===== src/rtl/oser8_tx_burst_ctrl.sv =====
// Burst framer for LANES OSER8 8:1 serializers: preamble/data/postamble framing, per-lane bit slip.
// Optional PRBS7 training mode when IO_SER8_TRAIN_EN is defined.
module oser8_tx_burst_ctrl #(
  parameter int         LANES       = 1,
  parameter int         PRE_CYCLES  = 1,
  parameter int         POST_CYCLES = 1,
  parameter logic [7:0] IDLE_PAT    = 8'h00,
  parameter logic [7:0] PRE_PAT     = 8'h55
) (
  input  logic               pclk,
  input  logic               rst,
  input  logic               s_valid,
  output logic               s_ready,
  input  logic [LANES*8-1:0] s_data,
  input  logic               s_last,
  input  logic [LANES*3-1:0] slip_amt,
`ifdef IO_SER8_TRAIN_EN
  input  logic               train_en,
`endif
  output logic [LANES*8-1:0] ser_d,
  output logic [3:0]         ser_oe_n,
  output logic               busy,
  output logic               err_underrun
);

`ifdef IO_SER8_TRAIN_EN
  typedef enum logic [2:0] {IDLE, PRE, DATA, POST, TRAIN} state_e;
`else
  typedef enum logic [1:0] {IDLE, PRE, DATA, POST} state_e;
`endif

  localparam int DW      = LANES * 8;
  localparam int MAX_CYC = (PRE_CYCLES > POST_CYCLES) ? PRE_CYCLES : POST_CYCLES;
  localparam int CW      = (MAX_CYC > 0) ? $clog2(MAX_CYC + 1) : 1;
  localparam logic [CW-1:0] PRE_LAST  = CW'((PRE_CYCLES  > 0) ? PRE_CYCLES  - 1 : 0);
  localparam logic [CW-1:0] POST_LAST = CW'((POST_CYCLES > 0) ? POST_CYCLES - 1 : 0);

  state_e              state_q, state_d;
  logic [CW-1:0]       cnt_q, cnt_d;
  logic [LANES*3-1:0]  slip_q, slip_d;
  logic [DW-1:0]       hold_q, hold_d;
  logic [DW-1:0]       prev_q, prev_d;
  logic [DW-1:0]       ser_d_q, ser_d_d;
  logic [3:0]          oe_q, oe_d;
  logic                err_q, err_d;
  logic [DW-1:0]       cur;
  logic                slip_en;

  // Delay a lane by s UI: low bits come from the tail of the previous word.
  function automatic logic [7:0] slip_word(input logic [7:0] cur_w, input logic [7:0] prev_w,
                                           input logic [2:0] s);
    logic [15:0] pair;
    pair = {cur_w, prev_w} >> (4'd8 - {1'b0, s});
    return pair[7:0];
  endfunction

`ifdef IO_SER8_TRAIN_EN
  logic [6:0] lfsr_q, lfsr_d;
  logic [7:0] prbs_word;
  logic [6:0] lfsr_adv;

  // x^7+x^6+1, eight steps per pclk; bit0 of the word is the earliest bit.
  always_comb begin
    lfsr_adv  = lfsr_q;
    prbs_word = '0;
    for (int k = 0; k < 8; k++) begin
      prbs_word[k] = lfsr_adv[6] ^ lfsr_adv[5];
      lfsr_adv     = {lfsr_adv[5:0], prbs_word[k]};
    end
  end
`endif

  // NOTE: every variable gets a default before the case so no path infers a latch.
  always_comb begin
    state_d = state_q;
    cnt_d   = cnt_q;
    slip_d  = slip_q;
    hold_d  = hold_q;
    err_d   = err_q;
    oe_d    = 4'hF;
    slip_en = 1'b0;
    cur     = {LANES{IDLE_PAT}};
`ifdef IO_SER8_TRAIN_EN
    lfsr_d  = lfsr_q;
`endif
    case (state_q)
      IDLE: begin
        cnt_d = '0;
`ifdef IO_SER8_TRAIN_EN
        if (train_en) state_d = TRAIN;
        else
`endif
        if (s_valid) begin
          slip_d  = slip_amt;
          state_d = (PRE_CYCLES == 0) ? DATA : PRE;
        end
      end
      PRE: begin
        cur     = {LANES{PRE_PAT}};
        oe_d    = 4'h0;
        slip_en = 1'b1;
        if (cnt_q == PRE_LAST) begin
          cnt_d   = '0;
          state_d = DATA;
        end else begin
          cnt_d = cnt_q + 1'b1;
        end
      end
      DATA: begin
        oe_d    = 4'h0;
        slip_en = 1'b1;
        if (s_valid) begin
          cur    = s_data;
          hold_d = s_data;
          if (s_last) begin
            cnt_d   = '0;
            state_d = (POST_CYCLES == 0) ? IDLE : POST;
          end
        end else begin
          // Underrun: repeat the last accepted word and flag it until reset.
          cur   = hold_q;
          err_d = 1'b1;
        end
      end
      POST: begin
        cur     = {LANES{PRE_PAT}};
        oe_d    = 4'h0;
        slip_en = 1'b1;
        if (cnt_q == POST_LAST) begin
          cnt_d   = '0;
          state_d = IDLE;
        end else begin
          cnt_d = cnt_q + 1'b1;
        end
      end
`ifdef IO_SER8_TRAIN_EN
      TRAIN: begin
        cur    = {LANES{prbs_word}};
        oe_d   = 4'h0;
        lfsr_d = lfsr_adv;
        if (!train_en) state_d = IDLE;
      end
`endif
      default: state_d = IDLE;
    endcase

    prev_d = cur;
    for (int i = 0; i < LANES; i++) begin
      ser_d_d[8*i +: 8] = slip_en ? slip_word(cur[8*i +: 8], prev_q[8*i +: 8], slip_q[3*i +: 3])
                                  : cur[8*i +: 8];
    end
  end

  // NOTE: state is updated with non-blocking assignments so all flops sample the same pre-edge values.
  always_ff @(posedge pclk) begin
    if (rst) begin
      state_q <= IDLE;
      cnt_q   <= '0;
      slip_q  <= '0;
      hold_q  <= {LANES{IDLE_PAT}};
      prev_q  <= {LANES{IDLE_PAT}};
      ser_d_q <= {LANES{IDLE_PAT}};
      oe_q    <= 4'hF;
      err_q   <= 1'b0;
`ifdef IO_SER8_TRAIN_EN
      lfsr_q  <= 7'h7F;
`endif
    end else begin
      state_q <= state_d;
      cnt_q   <= cnt_d;
      slip_q  <= slip_d;
      hold_q  <= hold_d;
      prev_q  <= prev_d;
      ser_d_q <= ser_d_d;
      oe_q    <= oe_d;
      err_q   <= err_d;
`ifdef IO_SER8_TRAIN_EN
      lfsr_q  <= lfsr_d;
`endif
    end
  end

  // Gated by rst so a reset cycle never looks like an accepted transfer.
  assign s_ready      = (state_q == DATA) && !rst;
  assign busy         = (state_q != IDLE);
  assign ser_d        = ser_d_q;
  assign ser_oe_n     = oe_q;
  assign err_underrun = err_q;

endmodule

===== config.mk =====
export PLATFORM = sky130hd
export DESIGN_NAME = oser8_tx_burst_ctrl
export DESIGN_NICKNAME = d
export VERILOG_FILES = /design/src/rtl/oser8_tx_burst_ctrl.sv
export SDC_FILE = /design/constraint.sdc
export NUM_CORES = 1
export LEC_CHECK = 0
export CELL_PAD_IN_SITES_DETAIL_PLACEMENT = 0
export CELL_PAD_IN_SITES_GLOBAL_PLACEMENT = 1
export CORE_UTILIZATION = 30
export CTS_CLUSTER_DIAMETER = 30
export DETAILED_ROUTE_END_ITERATION = 6
export HOLD_SLACK_MARGIN = 0.02
export MAX_ROUTING_LAYER = met4
export PLACE_DENSITY_LB_ADDON = 0.1
export SLEW_MARGIN = 40
export SYNTH_ARGS = -nofsm -noshare
export SYNTH_HDL_FRONTEND = slang
export SYNTH_SLANG_ARGS = --single-unit

===== constraint.sdc =====
create_clock -name pclk -period 2.3 [get_ports pclk]
set_input_delay 0.345 -clock pclk [delete_from_list [all_inputs] [get_ports pclk]]
set_output_delay 0.345 -clock pclk [all_outputs]
set_load 0.005 [all_outputs]

==> impl_results.md, run 1 <==
* Row cnt at 29
* Synth Instances at between 200 and 250
* Top cells by instance count after synthesis: 31 x a21oi_1, 31 x dfxtp_1, 23 x nand2_1
* GRT Residual Overflow at 0
* Avg Cell Area, Syn at 8.15 µm²
* Largest net degree at the start of global routing at 25
* Die Area at 0.00709 mm²
* Crit start category: flop
* Sequential share of the synthesized area at 30.6%
* CTS tree: done
* Violated checks: DRC
* FF+latch count, synth at 31
* Synth Warn # at 0
* Post-synth top area share at between 30% and 40%
* Via Count at 2124
* Pleak at 1.13 nW
* F_max at 0.458 GHz
* Crit path capture type: flop
* Initial DRC count at around 130
* Clk pwr share at 15.3%
* Max Cap Viol at 0
* CP Data Required Time at 2.50 ns
* CP arrival at 2.38 ns
* Total wire length at 6.68 mm
* Placer congestion estimate at 0.908
* Maximum vdd drop at 487 µV
* Fin cells at 392
* Leading area contributor after synthesis: dfxtp_1
* Clk sink count at 31
* H-tree Lvls at 2
* Reg power frac at 24.4%
* Total GRT Usage at 20.4%
* Vias/cell at ~5.4
* Fin Hold WS at roughly 0.45 ns
* Hold WC Path Type: flop to flop
* Clock slew at reported path FFs at about 0.07 ns
* EDFF count, synth at 0
* Post-DP Area at 0.00268 mm²
* Final setup fails at 0
* Count of different cell masters after synthesis at 52
* Fin. Hold Viols at 0
* Pwr dens at around 1100 mW/mm²
* Combinational share of power at approximately 60%
* Hpwl dp at 5.14 mm
* Area Overhead vs Synth at 39.5%
* Sw frac at about 40%
* Clock Skew at 0.0103 ns
* Slew Viols, Final at 0
* P_sw at 1.19 mW
* Primary FF master, synth: dfxtp_1
* Top cells by area, synth: dfxtp_1 31%, a21oi_1 7.6%, mux4_2 6.7%, nand3_1 4.7%, nand2_1 4.3%
* ANT nets after route at 0
* # DRC at 6
* Die height at 84.2 µm
* Slew HR at between 60% and 70%
* Unrepaired setup endpoints after global routing: false
* Critical Path Fanout Max at 4
* Initial Util at 31.6%
* Syn_nets at 270
* First-pass GRT wire length at 10.7 mm
* Antenna Cells at 0
* Final period util at 94.9%
* Status: finished with violations
* Async S/R FF share, synth at 0%
* Mapped Area at 0.00203 mm²
* WL/cell at 17.1 µm
* Layout cells sized above 1 at between 20% and 30%
* Nets at 336
* CTS max path bufs at 2
* Core ar. at 0.00642 mm²
* Antenna violations before repair at 0
* Internal power at approximately 1.8 mW
* PortBufs at 29
* Clock tree root buffer cell: clkbuf_8
* Setup Crit Path Kind: flop to flop
* Final instance area at 0.00283 mm²
* Pre-antenna DRT Iters at 6
* Clock Latency Late Sink at ~0.29 ns
* Die width at about 84 µm
* Placed Cells incl. Taps at 382
* Vias in the first global route at 1990
* Num CTS Buffers at 5
* Worst slew pin tran at roughly 0.54 ns
* Ports at 30
* Tmin final at 2.18 ns
-- worst paths after layout --
kind               from   endpoint  slack (ns)  cells past startpoint
max          state_q[0]   ser_d[0]        0.12                      8
max reg2reg  state_q[0]   ser_d[0]        0.12                      8
min           hold_q[5]  hold_q[5]        0.45                      2
min reg2reg   hold_q[5]  hold_q[5]        0.45                      2
-- state kept, by name (all words and copies together), names as in the netlist --
| signal | flops |
|---|---|
| hold_q | 8 |
| prev_q | 8 |
| ser_d | 8 |
| slip_q | 3 |
| state_q | 2 |
| err_underrun | 1 |
| ser_oe_n | 1 |
-- power groups by stage --
stage | logic (mW) | registers [mW] | clock network, mW
5_1_grt | 1.94 | 0.744 | 0.491
3_5_place_dp | 1.69 | 0.739 | 0
6_report | 1.79 | 0.727 | 0.456
3_3_place_gp | 1.72 | 0.742 | 0
4_1_cts | 1.71 | 0.728 | 0.478
2_1_floorplan | 0.945 | 0.730 | 0
-- stage by stage --
| step | setup slack (ns) | setup TNS, ns | utilization (%) | power, mW |
|---|---|---|---|---|
| 2_1_floorplan | 0.00517 | 0 | - | 1.67 |
| 3_3_place_gp | -0.214 | -0.926 | 41.7 | 2.46 |
| 3_5_place_dp | -0.238 | -1.11 | 41.7 | 2.43 |
| 4_1_cts | 0.0187 | 0 | 43.2 | 2.91 |
| 5_1_grt | 0.000378 | 0 | 44.1 | 3.18 |
| 6_report | 0.117 | 0 | 44.1 | 2.97 |
-- area by class of cell --
cell class | instances | area (µm²)
Fill cell | 670 | 3590
Multi-Input combinational cell | 184 | 1280
Timing Repair Buffer | 84 | 707
Sequential cell | 31 | 622
Tap cell | 77 | 96.3
Clock buffer | 6 | 82.6
Inverter | 9 | 38.8
Clock inverter | 1 | 5.00
-- cell families (layout without fill, tap and decap cells) --
logic type      Yosys count  in the layout  synth area share, %
xor+xnor                  2              2                0.864
fa+ha+maj                 6              6                 3.70
buf+inv                  34            100                 8.02
simple gates             81             81                 19.1
mux                      15             15                 12.0
flops                    31             31                 30.6
compound gates           80             80                 25.7
-- layer usage --
metal	GRT usage (%)	vias up	share of wire (%)
li1	-	1039	-
met1	25.4	996	46
met2	31.8	74	46
met3	3.24	15	4.6
met4	10.7	0	3.3
met5	-	-	0
-- cell usage in the layout (no fill, tap or decap), drive strengths merged, types with 6 or more instances in the layout --
cell type / synthesis / layout
nand2: 24 / 24
clkbuf: 9 / 6
nand3: 19 / 19
o21ai: 9 / 9
nor2: 20 / 20
inv: 8 / 8
mux2: 9 / 9
dfxtp: 31 / 31
a21oi: 32 / 32
mux4: 6 / 6
clkdlybuf4s50: 0 / 29
ha: 6 / 6
a31oi: 7 / 7
buf: 16 / 55
-- critical path, cell delays in order, from the launching register on --
cell and delay [ns]:
dfxtp_1 0.33, inv_1 0.08, ha_1 0.23, buf_4 0.14, o21ba_2 0.30, a21oi_2 0.09
mux4_2 0.50, a21o_1 0.19, a211oi_1 0.23
-- timing repair --
| item | 4_1_cts | 5_1_grt |
|---|---|---|
| hold buffers | 0 | 0 |
| gates resized for setup | 3 | 6 |
| setup buffers | 0 | 3 |
| setup endpoints to repair | 3 | 5 |
(Power assumes the default switching activity.)
==> run 2: changes to the inputs <==
CORE_UTILIZATION = 36   (was 30)
==> run 2 against run 1 <==
Utilization grew 8.2 points. Setup slack gained 0.015 ns. Clock-buffer cell count grew 2. The flow now finishes without violations. Largest power group unchanged. Clock power grew 7.2%. Global-route usage grew 2.3 points. Via count grew 2.3%.
==> impl_results.md, run 2 (synthesis results as in run 1) <==
* Clock tree root buffer cell: clkbuf_8
* Slowest-stage cell, CP: or4_1
* Pre-antenna DRT Iters at 5
* ANT nets after route at 0
* Critical-path cell list: clkinv_4, ha_1, buf_4, and2_1, a31oi_1, a21oi_1, or4_1, a32o_1
* Core Util, Final at 52.2%
* Crit path capture type: flop
* Antenna violations before repair at 0
* Slew Viols, Final at 0
* Total wire length at roughly 6 mm
* Area Overhead vs Synth at 35.7%
* CP arrival at 2.35 ns
* Clock Skew at 0.00370 ns
* Worst setup path startpoint: slip_q[0]
* R2R setup slack at 0.13 ns
* Vias in the first global route at 1984
* Pleak at 1.08 nW
* Ports at 30
* Hold WC Path Type: flop to flop
* CP Data Required Time at 2.48 ns
* Max Cap Viol at 0
* Placer congestion estimate at 0.962
* PortBufs at 29
* Fin. Hold Viols at 0
* GRT Residual Overflow at 0
* Placed Cells incl. Taps at 365
* Pwr dens at 1060 mW/mm²
* Clock Latency Late Sink at 0.29 ns
* CTS tree: done
* Maximum vdd drop at 494 µV
* Largest net degree at the start of global routing at 27
* Antenna Cells at 0
* Via Count at 2173
* Vias/cell at 5.83
* Most frequent cells in the layout: 38 x buf_4, 31 x a21oi_1, 30 x dfxtp_1, 29 x clkdlybuf4s50_1, 23 x nand2_1
* Postcts setup bufs at 0
* Core ar. at 0.00527 mm²
* Clock slew at reported path FFs at around 0.070 ns
* Hold wc startpoint: hold_q[1]
* Clk sink count at 31
* Nets at 323
* Hold_buf cts at 0
* Commonest non-fill, non-tap cell in the layout: buf_4
* Cts repair resizes at 0
* Setup Crit Path Kind: flop to flop
* H-tree Lvls at 2
* Initial DRC count at 243
* WL/cell at about 16 µm
* Final setup fails at 0
* # DRC at 0
* Fin cells at 373
* Die Area at 0.00594 mm²
* Status: finished, final reports clean
* Worst slew pin tran at 0.617 ns
* Reg2reg start: slip_q[0]
* Tmin final at 2.17 ns
* CTS max path bufs at 2
* Final setup TNS at 0 ns
* Initial Util at between 30 and 40%
* Critical Path Fanout Max at 9
* Worst stage delay on the critical path at 0.41 ns
* Final period util at 94.3%
* Layout cells sized above 1 at 23.8%
* Row cnt at 26
* Total GRT Usage at 22.7%
* Num CTS Buffers at 5
* Tot Pwr at 2.91 mW
* Hpwl dp at 4.47 mm
* First-pass GRT wire length at 10.1 mm
* Crit start category: flop
* Die height at 77.1 µm
* Slew HR at between 50 and 60%
* F_max at 0.461 GHz
* Die width at just under 80 µm
run 2: path summary, 6_finish.rpt:
check / depth (start not counted) / to
min: 2 / hold_q[1]
max: 8 / ser_d[2]
min reg2reg: 2 / hold_q[1]
max reg2reg: 8 / ser_d[2]
run 2: critical path, delay by kind of cell (launching register included):
family          cells  cell delay [ns]
fa+ha+maj           1             0.31
compound gates      3             0.52
simple gates        2             0.63
flops               1             0.36
buf+inv             2             0.24
run 2: per-stage QoR:
step	area, µm²	setup WS, ns	hold slack [ns]
finish	2750	0.131	0.455
global route	2750	-0.000874	0.477
CTS	2740	0.0429	0.458
detailed placement	2640	-0.0936	0.448
global placement	2640	-0.0712	0.445
floorplan	2050	0.00517	0.434
run 2: layout make-up:
class	count	area, µm²
clock buffer	8	100
fill	520	2520
inverter	9	42.5
multi-input combinational	184	1250
sequential	31	622
tap	70	87.6
timing repair buffer	71	647
run 2: per-layer routing:
metal / vias up / part of all wire [%] / GRT usage, %
li1: 1017 / - / -
met1: 1009 / 45 / 30.1
met2: 119 / 43 / 32.6
met3: 28 / 8.5 / 5.36
met4: 0 / 3.4 / 9.81
met5: - / 0 / -
run 2: where the power goes:
| part | switching [mW] | internal (mW) |
|---|---|---|
| clock network | 0.216 | 0.273 |
| logic | 0.868 | 0.823 |
| registers | 0.0673 | 0.663 |
| total | 1.15 | 1.76 |
==> run 3: changes to the inputs <==
CORE_UTILIZATION = 38   (was 36)
CTS_BUF_LIST = sky130_fd_sc_hd__clkbuf_8   (was not set)
==> run 3 against run 2 <==
Design area decreased by 1.2%. First-iteration DRC count fell by 40%. Non-clock buffer count stayed put. Largest power group unchanged. Setup slack worse by 0.038 ns. Die area down 5.1%. Sequential share of layout area is 0.28 points higher. Total power down 4.1%. Final cell count down 0.54%. Sequential power about the same. Maximum frequency shrank 1.7%.
==> impl_results.md, run 3 (synthesis results as in run 1) <==
* H-tree Lvls at 2
* Final period util at ~96%
* CP bufs+invs at 4
* Initial DRC count at 145
* Slew HR at a little over three fifths
* Setup Crit Path Kind: flop to primary output
* Worst setup path startpoint: state_q[0]
* Clock tree root buffer cell: clkbuf_8
* Status: finished, final reports clean
* Postcts setup bufs at 0
* Initial Util at between 30 and 40%
* Commonest non-fill, non-tap cell in the layout: buf_4
* Slowest-stage cell, CP: clkdlybuf4s50_1
* Worst slew pin tran at 0.552 ns
* Via Count at around 2000
* Worst stage delay on the critical path at 0.51 ns
* First-pass GRT wire length at between 9 and 10 mm
* Num CTS Buffers at 5
* Core Util, Final at 53.2%
* Die width at 75.1 µm
* Max Cap Viol at 0
* Critical Path Fanout Max at 16
* Total GRT Usage at approximately a quarter
* Largest net degree at the start of global routing at 25
* Clock slew at reported path FFs at 0.06 ns
* Hold WC Path Type: flop to flop
* Hold_buf cts at 0
* Placed Cells incl. Taps at 365
* Fin. Hold Viols at 0
* Ports at 30
* Crit Reg-Reg Endpoint: ser_d[2]
* CP Data Required Time at approximately 2.0 ns
* Fin Hold WS at ~0.45 ns
* Pre-antenna DRT Iters at 4
* Final setup fails at 0
* CTS tree: done
* # DRC at 0
* Clock Skew at 0.00449 ns
* Total wire length at 5.93 mm
* Crit path to: s_ready
* Clk sink count at 31
* Slew Viols, Final at 0
* WL/cell at approximately 16 µm
* Nets at 323
* Antenna violations before repair at 0
* Area Overhead vs Synth at 34.1%
* PortBufs at 29
* Most frequent cells in the layout: 40 x buf_4, 31 x a21oi_1, 30 x dfxtp_1, 29 x clkdlybuf4s50_1, 23 x nand2_1
* Vias/cell at 5.46
* Critical-path cell list: inv_1, ha_1, buf_4, inv_1, nor2_1, clkdlybuf4s50_1
* F_max at between 0.4 and 0.5 GHz
* ANT nets after route at 0
* Clock Latency Late Sink at roughly 0.28 ns
* R2R setup slack at 0.15 ns
* Pwr dens at just over 1000 mW/mm²
* Crit-path most repeated cell: inv_1
* Reg2reg start: slip_q[0]
* Crit path capture type: primary output
* Placer congestion estimate at 0.875
* Core ar. at 0.00511 mm²
* GRT Residual Overflow at 0
* CP arrival at 1.86 ns
* Pleak at around 1.1 nW
* Fin cells at approximately 370
* Hpwl dp at approximately 4.6 mm
* Row cnt at 26
* Die Area at 0.00563 mm²
* R2R cell count at 7
* Worst path depth at 6
* Crit start category: flop
* CTS max path bufs at 2
* Crit path max-delay family: buffers and inverters
* Die height at around 75 µm
* Vias in the first global route at ~1900
* Unrepaired setup endpoints after global routing: false
* Antenna Cells at 0
* Tmin final at 2.21 ns
* Maximum vdd drop at between 500 and 600 µV
* Layout cells sized above 1 at 23.9%
-- run 3: cell types whose count changed in the layout (fill, tap and decap cells not counted), sizes merged --
| cell | before | now |
|---|---|---|
| inv | 7 | 9 |
| clkinvlp | 1 | 0 |
| clkbuf | 8 | 5 |
-- run 3: final cells by class --
type,count,area [µm²]
Clock buffer,5,68.8
Clock inverter,1,3.75
Fill cell,514,2390
Inverter,9,38.8
Multi-Input combinational cell,184,1280
Sequential cell,31,622
Tap cell,70,87.6
Timing Repair Buffer,71,622
-- run 3: power breakdown --
part	switching (mW)	internal, mW
registers	0.0677	0.664
logic	0.850	0.818
clock network	0.195	0.197
-- run 3: worst register-to-register path: stages (launching register included) --
cell and delay, ns:
dfxtp_2 0.35, clkinv_4 0.06, ha_4 0.27, mux4_2 0.49, nor2_1 0.14, a21oi_1 0.06
or4_1 0.40, a32o_1 0.26
-- run 3: worst min-delay path by stage --
stage                      to  cells past startpoint       from  slack [ns]
floorplan           hold_q[0]                      2  hold_q[0]        0.43
global placement    hold_q[5]                      2  hold_q[5]        0.44
detailed placement  hold_q[2]                      2  hold_q[2]        0.45
CTS                 hold_q[2]                      2  hold_q[2]        0.45
global route        hold_q[5]                      2  hold_q[5]        0.48
finish              hold_q[5]                      2  hold_q[5]        0.45
-- run 3: metal layers --
layer	vias up	share of wire (%)	track usage (%)
li1	1020	-	-
met1	926	44	28.5
met2	62	48	37.9
met3	17	4.6	4.15
met4	0	3.1	11.3
met5	-	0	-
-- run 3: metrics by stage --
step                instance area, µm²  power, mW  setup TNS [ns]  worst slack [ns]
finish                            2720       2.79               0            0.0937
global placement                  2610       2.38          -0.215           -0.0827
floorplan                         2050       1.67               0           0.00517
detailed placement                2610       2.36          -0.356            -0.118
global route                      2720       3.00               0            0.0151
CTS                               2680       2.76               0            0.0320
-- run 3: repair_timing --
item / 4_1_cts / 5_1_grt
hold endpoints to repair: 0 / 0
gates resized for setup: 0 / 8
endpoints found under the setup margin: 0 / 5
